File: src/rtl/overlay_text_ctrl_if.sv
// overlay_text_ctrl_if: shared font ROM port; the controller drives the address,
// the ROM returns the glyph row one Clk later.
interface overlay_text_ctrl_if;
    logic [10:0] font_addr;
    logic [7:0]  font_data;
    modport master (output font_addr, input font_data);
    modport slave  (input font_addr, output font_data);
endinterface

File: src/rtl/overlay_text_ctrl.sv
// overlay_text_ctrl: game-phase FSM plus screen-message font addressing and pixel flag.
// Define OVERLAY_BLINK_EN to blink the START/PAUSE messages; otherwise all messages are solid.
module overlay_text_ctrl #(
    parameter logic [9:0] TEXT_Y       = 10'd231,
    parameter int         HOLD_FRAMES  = 60,
    parameter int         BLINK_FRAMES = 30
) (
    input  logic                       Clk,
    input  logic                       Reset,
    input  logic                       frame_start,
    input  logic                       start_key,
    input  logic                       pause_key,
    input  logic                       player_dead,
    input  logic                       level_won,
    input  logic [9:0]                 DrawX,
    input  logic [9:0]                 DrawY,
    overlay_text_ctrl_if.master        font,
    output logic                       overlay_on,
    output logic [2:0]                 msg_id,
    output logic                       game_run,
    output logic                       game_reset
);
    typedef enum logic [2:0] {S_START, S_RUN, S_PAUSE, S_OVER, S_WIN} state_t;
    localparam int HW = $clog2(HOLD_FRAMES + 1);
    // Glyph codes, index 0 is the leftmost character; unused slots pad with blank.
    localparam logic [0:8][6:0] TXT_START = {7'h17, 7'h18, 7'h0C, 7'h16, 7'h18, 7'h0A, 7'h00, 7'h00, 7'h00};
    localparam logic [0:8][6:0] TXT_PAUSE = {7'h15, 7'h0C, 7'h19, 7'h17, 7'h0E, 7'h00, 7'h00, 7'h00, 7'h00};
    localparam logic [0:8][6:0] TXT_OVER  = {7'h0F, 7'h0C, 7'h12, 7'h0E, 7'h00, 7'h14, 7'h1A, 7'h0E, 7'h16};
    localparam logic [0:8][6:0] TXT_WIN   = {7'h1C, 7'h14, 7'h19, 7'h00, 7'h1B, 7'h10, 7'h13, 7'h0A, 7'h00};

    state_t state, next;
    logic start_q, pause_q, start_edge, pause_edge, hold_full, visible;
    logic [HW-1:0] hold_cnt;
    logic [0:8][6:0] txt;
    logic [3:0] len, idx, dy;
    logic [9:0] x0, x_end;
    logic in_win, in_win_d;
    logic [2:0] col_d;

    assign start_edge = start_key & ~start_q;
    assign pause_edge = pause_key & ~pause_q;
    assign hold_full  = hold_cnt == HW'(HOLD_FRAMES);

    always_ff @(posedge Clk or negedge Reset) begin
        if (!Reset) begin
            state      <= S_START;
            start_q    <= 1'b0;
            pause_q    <= 1'b0;
            hold_cnt   <= '0;
            game_reset <= 1'b0;
        end else begin
            state      <= next;
            start_q    <= start_key;
            pause_q    <= pause_key;
            hold_cnt   <= (next != state) ? '0 : (frame_start && !hold_full) ? hold_cnt + 1'b1 : hold_cnt;
            game_reset <= (state == S_OVER || state == S_WIN) && next == S_START;
        end
    end

    always_comb begin
        next = state;
        case (state)
            S_START:       next = start_edge ? S_RUN : S_START;
            S_RUN:         next = player_dead ? S_OVER : level_won ? S_WIN : pause_edge ? S_PAUSE : S_RUN;
            S_PAUSE:       next = pause_edge ? S_RUN : S_PAUSE;
            S_OVER, S_WIN: next = (start_edge && hold_full) ? S_START : state;
            default:       next = S_START;
        endcase
    end

    always_comb begin
        game_run = state == S_RUN;
        msg_id   = 3'd0;
        len      = 4'd0;
        txt      = '0;
        case (state)
            S_START: begin msg_id = 3'd1; len = 4'd6; txt = TXT_START; end
            S_PAUSE: begin msg_id = 3'd2; len = 4'd5; txt = TXT_PAUSE; end
            S_OVER:  begin msg_id = 3'd3; len = 4'd9; txt = TXT_OVER;  end
            S_WIN:   begin msg_id = 3'd4; len = 4'd8; txt = TXT_WIN;   end
            default: ;
        endcase
    end

    // Centre the message: X0 = 320 - 4*len, width 8*len.
    assign x0     = 10'd320 - {4'd0, len, 2'd0};
    assign x_end  = x0 + {3'd0, len, 3'd0};
    assign idx    = 4'((DrawX - x0) >> 3);
    assign dy     = 4'(DrawY - TEXT_Y);
    assign in_win = len != 4'd0 && DrawY >= TEXT_Y && DrawY < TEXT_Y + 10'd16 && DrawX >= x0 && DrawX < x_end;

    always_ff @(posedge Clk or negedge Reset) begin
        if (!Reset) begin
            font.font_addr <= '0;
            in_win_d       <= 1'b0;
            col_d          <= '0;
        end else begin
            font.font_addr <= in_win ? {txt[idx], dy} : '0;
            in_win_d       <= in_win;
            col_d          <= DrawX[2:0];
        end
    end

`ifdef OVERLAY_BLINK_EN
    localparam int BW = $clog2(BLINK_FRAMES);
    logic [BW-1:0] blink_cnt;
    logic blink_on, blink_wrap;
    assign blink_wrap = blink_cnt == BW'(BLINK_FRAMES - 1);
    always_ff @(posedge Clk or negedge Reset) begin
        if (!Reset) begin
            blink_cnt <= '0;
            blink_on  <= 1'b1;
        end else if (next != state) begin
            blink_cnt <= '0;
            blink_on  <= 1'b1;
        end else if (frame_start) begin
            blink_cnt <= blink_wrap ? '0 : blink_cnt + 1'b1;
            blink_on  <= blink_wrap ? ~blink_on : blink_on;
        end
    end
    assign visible = blink_on | state == S_OVER | state == S_WIN;
`else
    assign visible = BLINK_FRAMES != 0;
`endif

    assign overlay_on = in_win_d & visible & font.font_data[3'd7 - col_d];
endmodule

File: src/flat_wrapper.sv
// flat-port wrapper written by rule: the top's interface ports become plain ports
module overlay_text_ctrl_flat 
#(
    parameter logic [9:0] TEXT_Y       = 10'd231,
    parameter int         HOLD_FRAMES  = 60,
    parameter int         BLINK_FRAMES = 30
)
  (Clk, Reset, frame_start, start_key, pause_key, player_dead, level_won, DrawX, DrawY, overlay_on, msg_id, game_run, game_reset, font_font_addr, font_font_data);
  overlay_text_ctrl_if font_i ();
  input  logic Clk;
  input  logic Reset;
  input  logic frame_start;
  input  logic start_key;
  input  logic pause_key;
  input  logic player_dead;
  input  logic level_won;
  input  logic [9:0] DrawX;
  input  logic [9:0] DrawY;
  output logic overlay_on;
  output logic [2:0] msg_id;
  output logic game_run;
  output logic game_reset;
  output wire logic [$bits(font_i.font_addr)-1:0] font_font_addr;
  input wire logic [$bits(font_i.font_data)-1:0] font_font_data;
  assign font_font_addr = font_i.font_addr;
  assign font_i.font_data = font_font_data;
  overlay_text_ctrl #(.TEXT_Y(TEXT_Y), .HOLD_FRAMES(HOLD_FRAMES), .BLINK_FRAMES(BLINK_FRAMES)) u_core (.Clk(Clk), .Reset(Reset), .frame_start(frame_start), .start_key(start_key), .pause_key(pause_key), .player_dead(player_dead), .level_won(level_won), .DrawX(DrawX), .DrawY(DrawY), .font(font_i), .overlay_on(overlay_on), .msg_id(msg_id), .game_run(game_run), .game_reset(game_reset));
endmodule
File: config.mk
export PLATFORM = sky130hd
export DESIGN_NAME = overlay_text_ctrl_flat
export DESIGN_NICKNAME = d
export VERILOG_FILES = /design/src/rtl/overlay_text_ctrl_if.sv /design/src/rtl/overlay_text_ctrl.sv /design/src/flat_wrapper.sv
export SDC_FILE = /design/constraint.sdc
export NUM_CORES = 1
export LEC_CHECK = 0
export BUFFER_PORTS_ARGS = -buffer_cell sky130_fd_sc_hd__buf_4
export CAP_MARGIN = 0
export CORE_AREA = 2 2 65 67
export DETAILED_ROUTE_END_ITERATION = 6
export DIE_AREA = 0 0 67 69
export GPL_TIMING_DRIVEN = 0
export PLACE_DENSITY = 0.78
export SLEW_MARGIN = 30
export SYNTH_ARGS = -nofsm -noshare
export SYNTH_HDL_FRONTEND = slang
export SYNTH_SLANG_ARGS = --single-unit
File: constraint.sdc
create_clock -name Clk -period 4.4 [get_ports Clk]
set_input_delay 0.88 -clock Clk [delete_from_list [all_inputs] [get_ports Clk]]
set_output_delay 0.88 -clock Clk [all_outputs]
set_load 0.03 [all_outputs]
==> results of run 1 <==
==> how the worst max path moves through the flow <==
stage	to	cells past startpoint	from
after CTS	u_core.font.font_addr[5]	15	u_core.state[1]
after global routing	u_core.font.font_addr[5]	15	u_core.state[1]
after floorplan	u_core.font.font_addr[5]	15	u_core.state[1]
after detailed placement	u_core.font.font_addr[5]	15	u_core.state[1]
after global placement	u_core.font.font_addr[7]	15	u_core.state[1]
final	u_core.font.font_addr[5]	15	u_core.state[1]
==> power by group through the flow <==
stage / clock network [mW] / registers (mW) / logic (mW)
after floorplan: 0 / 0.274 / 1.33
after global placement: 0 / 0.276 / 1.66
after detailed placement: 0 / 0.277 / 1.67
after CTS: 0.135 / 0.272 / 1.68
after global routing: 0.145 / 0.275 / 1.89
final: 0.132 / 0.272 / 1.69
==> flip-flops by register name, summed over array words and instances, names as in the netlist <==
signal                 cells
u_core.start_q             1
u_core.hold_cnt            6
u_core.state               3
u_core.pause_q             1
u_core.game_reset          1
u_core.col_d               3
u_core.font.font_addr      9
u_core.in_win_d            1
==> cells in the mapped netlist (5+ instances only) <==
master,n
xnor2_1,10
nor3_1,6
clkbuf_1,5
a21oi_1,14
nor2_1,29
ha_1,17
inv_1,17
o21ai_0,8
nand2_1,18
nand2b_1,5
dfrtp_1,25
nand3_1,7
nor2b_1,6
xor2_1,5
==> area by class of cell <==
class                   count  area, um2  area share (%)
plain buffers              12      67.56           2.708
inverters                  17      63.81           2.558
flip-flops and latches     25      625.6           25.08
multi-input cells         178       1262           50.60
well taps                  50      62.56           2.508
clock buffers               4      45.04           1.805
repair buffers             49      367.9           14.74
==> worst max-delay path: stages (launching register included) <==
cell and delay (ps):
dfrtp_1 420, buf_2 210, clkbuf_1 260, or3_1 470, ha_1 210, xnor2_1 210, ha_1 270, a21oi_1 130
o21a_1 120, nor2_1 50, xnor2_1 160, ha_1 290, a21o_1 170, o21ai_0 300, nand4_4 250, a41oi_1 250
==> per-layer routing <==
metal / up-vias / global-route usage, % / share of wire, %
met3: 9 / 1.958 / 2.9
met5: - / 0 / 0
met2: 34 / 35.31 / 52
met4: 0 / 8.163 / 1.9
li1: 904 / - / -
met1: 815 / 27.78 / 44
==> cell families after synthesis <==
| group | Yosys count |
|---|---|
| muxes | 5 |
| other | 1 |
| buffers and inverters | 29 |
| AOI/OAI and AO/OA | 47 |
| adders and majority gates | 18 |
| DFF | 25 |
| and+or+nand+nor | 89 |
| xor gates and xnor gates | 17 |
==> through the flow <==
stage	total power, mW	hold slack, ps	area [um2]	std cells	worst slack (ps)
6_report	2.094	495.8	2495	335	534.1
5_1_grt	2.307	509.8	2495	335	258.3
4_1_cts	2.090	504.3	2495	335	521.2
3_5_place_dp	1.945	538.9	2450	331	591.7
3_3_place_gp	1.935	527.9	2450	331	541.6
2_1_floorplan	1.607	497.8	2019	232	1009
==> cell usage in the layout (no fill, tap or decap), types with 7 or more instances in the layout <==
master   Yosys  final
ha_1        17     17
inv_1       17     17
a21oi_1     14     14
o21ai_0      8      8
dfrtp_1     25     25
xnor2_1     10     10
nor2_1      29     29
nand2_1     18     18
buf_4        3     52
nand3_1      7      7
==> impl_metrics.ini, run 1 <==
[status]
outcome = completed

[placed_design]
place.gp.congestion = 0.9243
hpwl_mm = 3.591
port-buffer-count = 49

[layout]
drive_gt1_share_pct = 25.26
fillers = 360
post-route-util_pct = 63.75
syn_to_final_growth_pct = 23.77
num_antenna_cells = 0
nNetsFinal = 339

[timing]
rsz0062_at_grt = no
fin_skew_ps = 2.327
timing.final.crit_period_ps = 3866
setup_viol_count_final = 0
slew_headroom_pct = 62.27
hold_viol_final = 0
finalSetupTns_ps = 0
drv_slew = 0
period_share_pct = 87.86
tightestPinTransition_ps = 562.0
fmax_mhz = 258.7

[power]
p_switching_mw = 1.134
p_int_mw = 0.9602
power_density_nw_per_um2 = 839.4
power_frac_comb_pct = 80.7
clock_power_share_pct = 6.3
swShare_pct = 54.15
seqPwrFrac_pct = 13.0
ir_drop_mv = 1.157
power.leakage_nw = 1.198

[detailed_routing]
vias = 1762
drc_errors = 0
wirelength_mm = 4.479
wl_per_cell_um = 13.37
drt-vias-per-instance = 5.260
firstDrtPassIters = 4
drt_iter0_drc = 99
ant_nets = 0

[yosys]
synthMuxAreaShare_pct = 3.724
synth_area_leader_cell = dfrtp_1
synthSimpleGateAreaFrac_pct = 23.09
yosys_warnings = 0
synth_edf_count = 0
synth_top_area_share_pct = 31.04
synthXorXnorAreaFrac_pct = 8.132
ys_seq_elements = 25
synth_top_cells_by_area = dfrtp_1 31%, ha_1 11%, nor2_1 5.4%, xnor2_1 4.3%, a21oi_1 3.5%
synth_compound_area_share_pct = 15.77
async_flop_share_pct = 100.0
ys_types = 46
yosysSeqAreaShare_pct = 31.04
syn_inst = 231
synthFlopType = dfrtp_1
synth_top_family_by_area = simple AND/OR/NAND/NOR gates
syn_area_per_cell_um2 = 8.726
synth_fa_ha_area_share_pct = 11.55
synth.cell_area_um2 = 2016

[critical_path]
path_class = reg -> reg
critPathMaxFanout = 10
reg2regPathDepth = 15
critPathArrivalTime_ps = 4050
crit_required_ps = 4580
end_kind = flip-flop
regToRegStartpoint = u_core.state[1]
cp-start-kind = flip-flop
reg2reg_slack_ps = 530
rr_endpoint = u_core.font.font_addr[5]

[clock_network]
cts-buffers-inserted = 3
clock_latency_ps = 260
tritoncts = done
htree_num_levels = 1
holdBufCountCts = 0
clkTransAtPathRegs_ps = 80
clkSinkCount = 25
cts-root-buf = clkbuf_8
cts_resized = 0
cts.path.max_buffers = 2
cts_setup_buffers = 0

[floorplanning]
ios = 52
coreArea_um2 = 3914
die_area_um2 = 4623
rows = 23
initial_utilization_pct = 51.50
die_y_um = 69
die_x_um = 67

[job]
cap_violations = 0

[global_route]
grt_use_total_pct = 21.15
first_global_vias = 1736
antenna_found_initial = 0
grt_pass1_wl_mm = 7.721
grt_max_degree = 26
grt-ovfl-total = 0

[worst_hold_path]
hold_class = in -> async
(Power assumes the default switching activity.)
==> run 2, diff against run 1 <==
CORE_AREA = 5 5 68 70   (was 2 2 65 67)
DIE_AREA = 0 0 73 75   (was 0 0 67 69)
==> impl_metrics.ini, run 2 (synthesis results as in run 1) <==
[power]
swShare_pct = 54.07
clock_power_share_pct = 6.3
power_density_nw_per_um2 = 837.6
power.leakage_nw = 1.198
p_int_mw = 0.9599
power_frac_comb_pct = 80.7
seqPwrFrac_pct = 13.0
p_switching_mw = 1.130
ir_drop_mv = 0.8981
p_total_mw = 2.090

[global_route]
use_met2_pct = 32.47
grt_max_degree = 26
top_usage_layer = met2
grt-ovfl-total = 0
grt_use_total_pct = 17.94
antenna_found_initial = 0
first_global_vias = 1730
grt_pass1_wl_mm = 7.845
use_met1_pct = 23.04
met3_usage_pct = 2.136

[status]
outcome = completed

[critical_path]
cpMostUsedCell = ha_1
crit_required_ps = 4570
setup.worst_path.start = u_core.state[1]
critPathMaxFanout = 10
cp_top_family = compound AO/OA/AOI/OAI gates
path_class = reg -> reg
regToRegStartpoint = u_core.state[1]
path_buf_inv = 2
cp-start-kind = flip-flop
critPathArrivalTime_ps = 4030
path_cells = buf_2, clkbuf_1, or3_1, ha_1, xnor2_1, ha_1, a21oi_1, o21a_1, nor2_1, xnor2_1, ha_1, a21o_1, o21ai_0, nand4_4, a41oi_1
end_kind = flip-flop
worst_path_max_delay_cell = or3_1
max_stage_delay_ps = 470

[timing]
period_share_pct = 87.66
slew_headroom_pct = 60.63
drv_slew = 0
layout_setup_ws_ps = 542.9
hold_viol_final = 0
finalSetupTns_ps = 0
fin_skew_ps = 3.443
setup_viol_count_final = 0
tightestPinTransition_ps = 590.6
timing.final.crit_period_ps = 3857
rsz0062_at_grt = no
fmax_mhz = 259.3

[floorplanning]
die_y_um = 75
die_x_um = 73
ios = 52
die_area_um2 = 5475
rows = 23
coreArea_um2 = 3914
initial_utilization_pct = 51.50

[detailed_routing]
drt_iter0_drc = 121
wl_per_cell_um = 13.97
firstDrtPassIters = 6
vias = 1771
drc_errors = 0
ant_nets = 0
wirelength_mm = 4.680
drt-vias-per-instance = 5.287

[placed_design]
dp_slack_ps = 630.3
hpwl_mm = 3.821
port-buffer-count = 49
placed_cells = 331
place_area_um2 = 2450
place.gp.congestion = 0.9820

[clock_network]
cts_resized = 0
htree_num_levels = 1
cts.path.max_buffers = 2
cts-buffers-inserted = 3
cts-root-buf = clkbuf_8
clkTransAtPathRegs_ps = 80
tritoncts = done
clock_latency_ps = 260
clkSinkCount = 25
holdBufCountCts = 0
cts_setup_buffers = 0

[layout]
stdcell_area_um2 = 2495
nNetsFinal = 339
layout_common_cells = 52 x buf_4, 29 x nor2_1, 25 x dfrtp_1
largest-register = u_core.font.font_addr
multiInputGateArea_um2 = 1262
num_antenna_cells = 0
drive_gt1_share_pct = 25.26
layout_commonest_cell = buf_4
syn_to_final_growth_pct = 23.77
largest_register_ff_count = 9
final_cells = 335
reg_top3 = u_core.font.font_addr x9, u_core.hold_cnt x6
fillers = 372
regArea_um2 = 625.6

[job]
cap_violations = 0

[worst_hold_path]
hold_class = in -> async
run 2: cell counts in the layout (fill, tap and decap cells not counted):
No cell type changed its count.
run 2: final cells by class:
type,count,area share [%]
Buffer,12,2.708
Multi-Input combinational cell,178,50.60
Clock buffer,4,1.805
Tap cell,50,2.508
Sequential cell,25,25.08
Timing Repair Buffer,49,14.74
Inverter,17,2.558
run 2: through the flow:
stage	hold slack, ps	utilization (%)
2_1_floorplan	497.8	-
3_3_place_gp	518.9	62.60
3_5_place_dp	550.1	62.60
4_1_cts	514.7	63.75
5_1_grt	528.2	63.75
6_report	503.2	63.75
run 2: path summary, 6_finish.rpt:
check / slack, ps / to / cells after the start
setup / recovery: 540 / u_core.font.font_addr[5] / 15
hold / removal: 500 / u_core.in_win_d / 1
setup reg to reg: 540 / u_core.font.font_addr[5] / 15
hold reg to reg: 570 / u_core.hold_cnt[5] / 2
max in group asynchronous: 3640 / u_core.font.font_addr[2] / 1
min in group Clk: 570 / u_core.hold_cnt[5] / 2
run 2: routing by layer:
layer	wire [um]	vias to the layer above
met2	2440	43
li1	-	904
met4	26	0
met5	0	-
met1	2008	822
met3	204	2
run 2: power groups by stage:
| stage | combinational [mW] | clock (mW) | sequential (mW) |
|---|---|---|---|
| 3_5_place_dp | 1.66 | 0 | 0.276 |
| 2_1_floorplan | 1.33 | 0 | 0.274 |
| 4_1_cts | 1.67 | 0.135 | 0.272 |
| 5_1_grt | 1.89 | 0.146 | 0.277 |
| 6_report | 1.69 | 0.131 | 0.272 |
| 3_3_place_gp | 1.64 | 0 | 0.275 |
==> run 3, diff against run 2 <==
PLACE_DENSITY = default   (was 0.78)
PLACE_DENSITY_LB_ADDON = 0.2   (was default)
==> impl_metrics.ini, run 3 (synthesis results as in run 1) <==
[status]
outcome = completed

[floorplanning]
die_y_um = 75
ios = 52
initial_utilization_pct = 51.50
rows = 23
die_x_um = 73
die_area_um2 = 5475
coreArea_um2 = 3914

[power]
ir_drop_mv = 0.8879
power.leakage_nw = 1.198
power_density_nw_per_um2 = 839.6

[clock_network]
htree_num_levels = 1
clkSinkCount = 25
cts-root-buf = clkbuf_8
cts.path.max_buffers = 2
holdBufCountCts = 0
clkTransAtPathRegs_ps = 80
cts_setup_buffers = 0
cts-buffers-inserted = 3
clock_latency_ps = 260
tritoncts = done
cts_resized = 0

[layout]
layout_common_cells = 52 x buf_4, 29 x nor2_1, 25 x dfrtp_1
largest-register = u_core.font.font_addr
num_antenna_cells = 0
reg_top3 = u_core.font.font_addr x9, u_core.hold_cnt x6
syn_to_final_growth_pct = 23.77
layout_commonest_cell = buf_4
drive_gt1_share_pct = 25.26
nNetsFinal = 339
largest_register_ff_count = 9
final_cells = 335

[job]
cap_violations = 0

[worst_hold_path]
hold_class = in -> async

[detailed_routing]
ant_nets = 0
wirelength_mm = 4.508
firstDrtPassIters = 5
drc_errors = 0
wl_per_cell_um = 13.46
drt-vias-per-instance = 5.355
drt_iter0_drc = 72
vias = 1794

[placed_design]
port-buffer-count = 49
hpwl_mm = 3.699
dp_slack_ps = 508.5
place.gp.congestion = 0.9196
placed_cells = 331

[timing]
slew_headroom_pct = 63.56
hold_viol_final = 0
period_share_pct = 88.87
timing.final.crit_period_ps = 3910
drv_slew = 0
setup_viol_count_final = 0
finalSetupTns_ps = 0
fin_skew_ps = 0.8941
layout_setup_ws_ps = 489.6
tightestPinTransition_ps = 542.8
fmax_mhz = 255.7
rsz0062_at_grt = no

[global_route]
grt-ovfl-total = 0
first_global_vias = 1806
grt_pass1_wl_mm = 7.610
antenna_found_initial = 0
grt_max_degree = 26
grt_use_total_pct = 17.49

[critical_path]
worst_path_max_delay_cell = or3_1
cp-start-kind = flip-flop
path_buf_inv = 2
cp_top_family = compound AO/OA/AOI/OAI gates
critPathMaxFanout = 10
path_class = reg -> reg
path_cells = buf_2, clkbuf_1, or3_1, ha_1, xnor2_1, ha_1, a21oi_1, o21a_1, nor2_1, xnor2_1, ha_1, a21o_1, o21ai_0, nand4_4, a41oi_1
max_stage_delay_ps = 470
end_kind = flip-flop
crit_required_ps = 4570
cpMostUsedCell = ha_1
critPathArrivalTime_ps = 4080
==> run 3: cell counts in the layout (fill, tap and decap cells not counted) <==
Identical to the previous run, type by type.
==> run 3: final timing paths <==
check / startpoint / endpoint / slack (ps) / depth (start not counted)
worst max-delay path: u_core.state[1] / u_core.font.font_addr[5] / 490 / 15
worst min-delay path: Reset / u_core.col_d[2] / 500 / 1
worst max register to register: u_core.state[1] / u_core.font.font_addr[5] / 490 / 15
worst min register to register: u_core.hold_cnt[5] / u_core.hold_cnt[5] / 560 / 2
max in group asynchronous: Reset / u_core.font.font_addr[4] / 3670 / 1
min in group Clk: u_core.hold_cnt[5] / u_core.hold_cnt[5] / 560 / 2
==> run 3: worst register-to-register path, delay by kind of cell (launching register included) <==
family	cells	cell delay, ps
AO/OA/AOI/OAI	5	1020
AND/OR/NAND/NOR	3	780
adder cells (fa/ha/maj)	3	760
buffers and inverters	2	480
flip-flops	1	420
XOR/XNOR	2	360
==> run 3: layout make-up <==
class	instances	area, um2
fill	348	1419
multi-input combinational	178	1262
sequential	25	625.6
timing repair buffer	49	367.9
buffer	12	67.56
inverter	17	63.81
tap	50	62.56
clock buffer	4	45.04
==> run 3: power by group <==
| group | switching [mW] | internal (mW) | total, mW |
|---|---|---|---|
| logic | 1.05 | 0.644 | 1.69 |
| clock network | 0.0653 | 0.0646 | 0.130 |
| registers | 0.0191 | 0.252 | 0.272 |
==> run 3: layer usage <==
layer	vias up	routed length, um	track usage, %
li1	902	-	-
met1	831	1862	21.04
met2	51	2344	31.98
met3	10	228	2.270
met4	0	72	6.148
met5	-	0	0
==> run 3: per-stage QoR <==
step           hold slack, ps  util [%]  power [mW]  area (um2)
3_3_place_gp            526.5     62.60       1.927        2450
5_1_grt                 518.6     63.75       2.318        2495
3_5_place_dp            542.3     62.60       1.955        2450
6_report                500.2     63.75       2.095        2495
4_1_cts                 511.4     63.75       2.092        2495
2_1_floorplan           497.8         -       1.607        2019
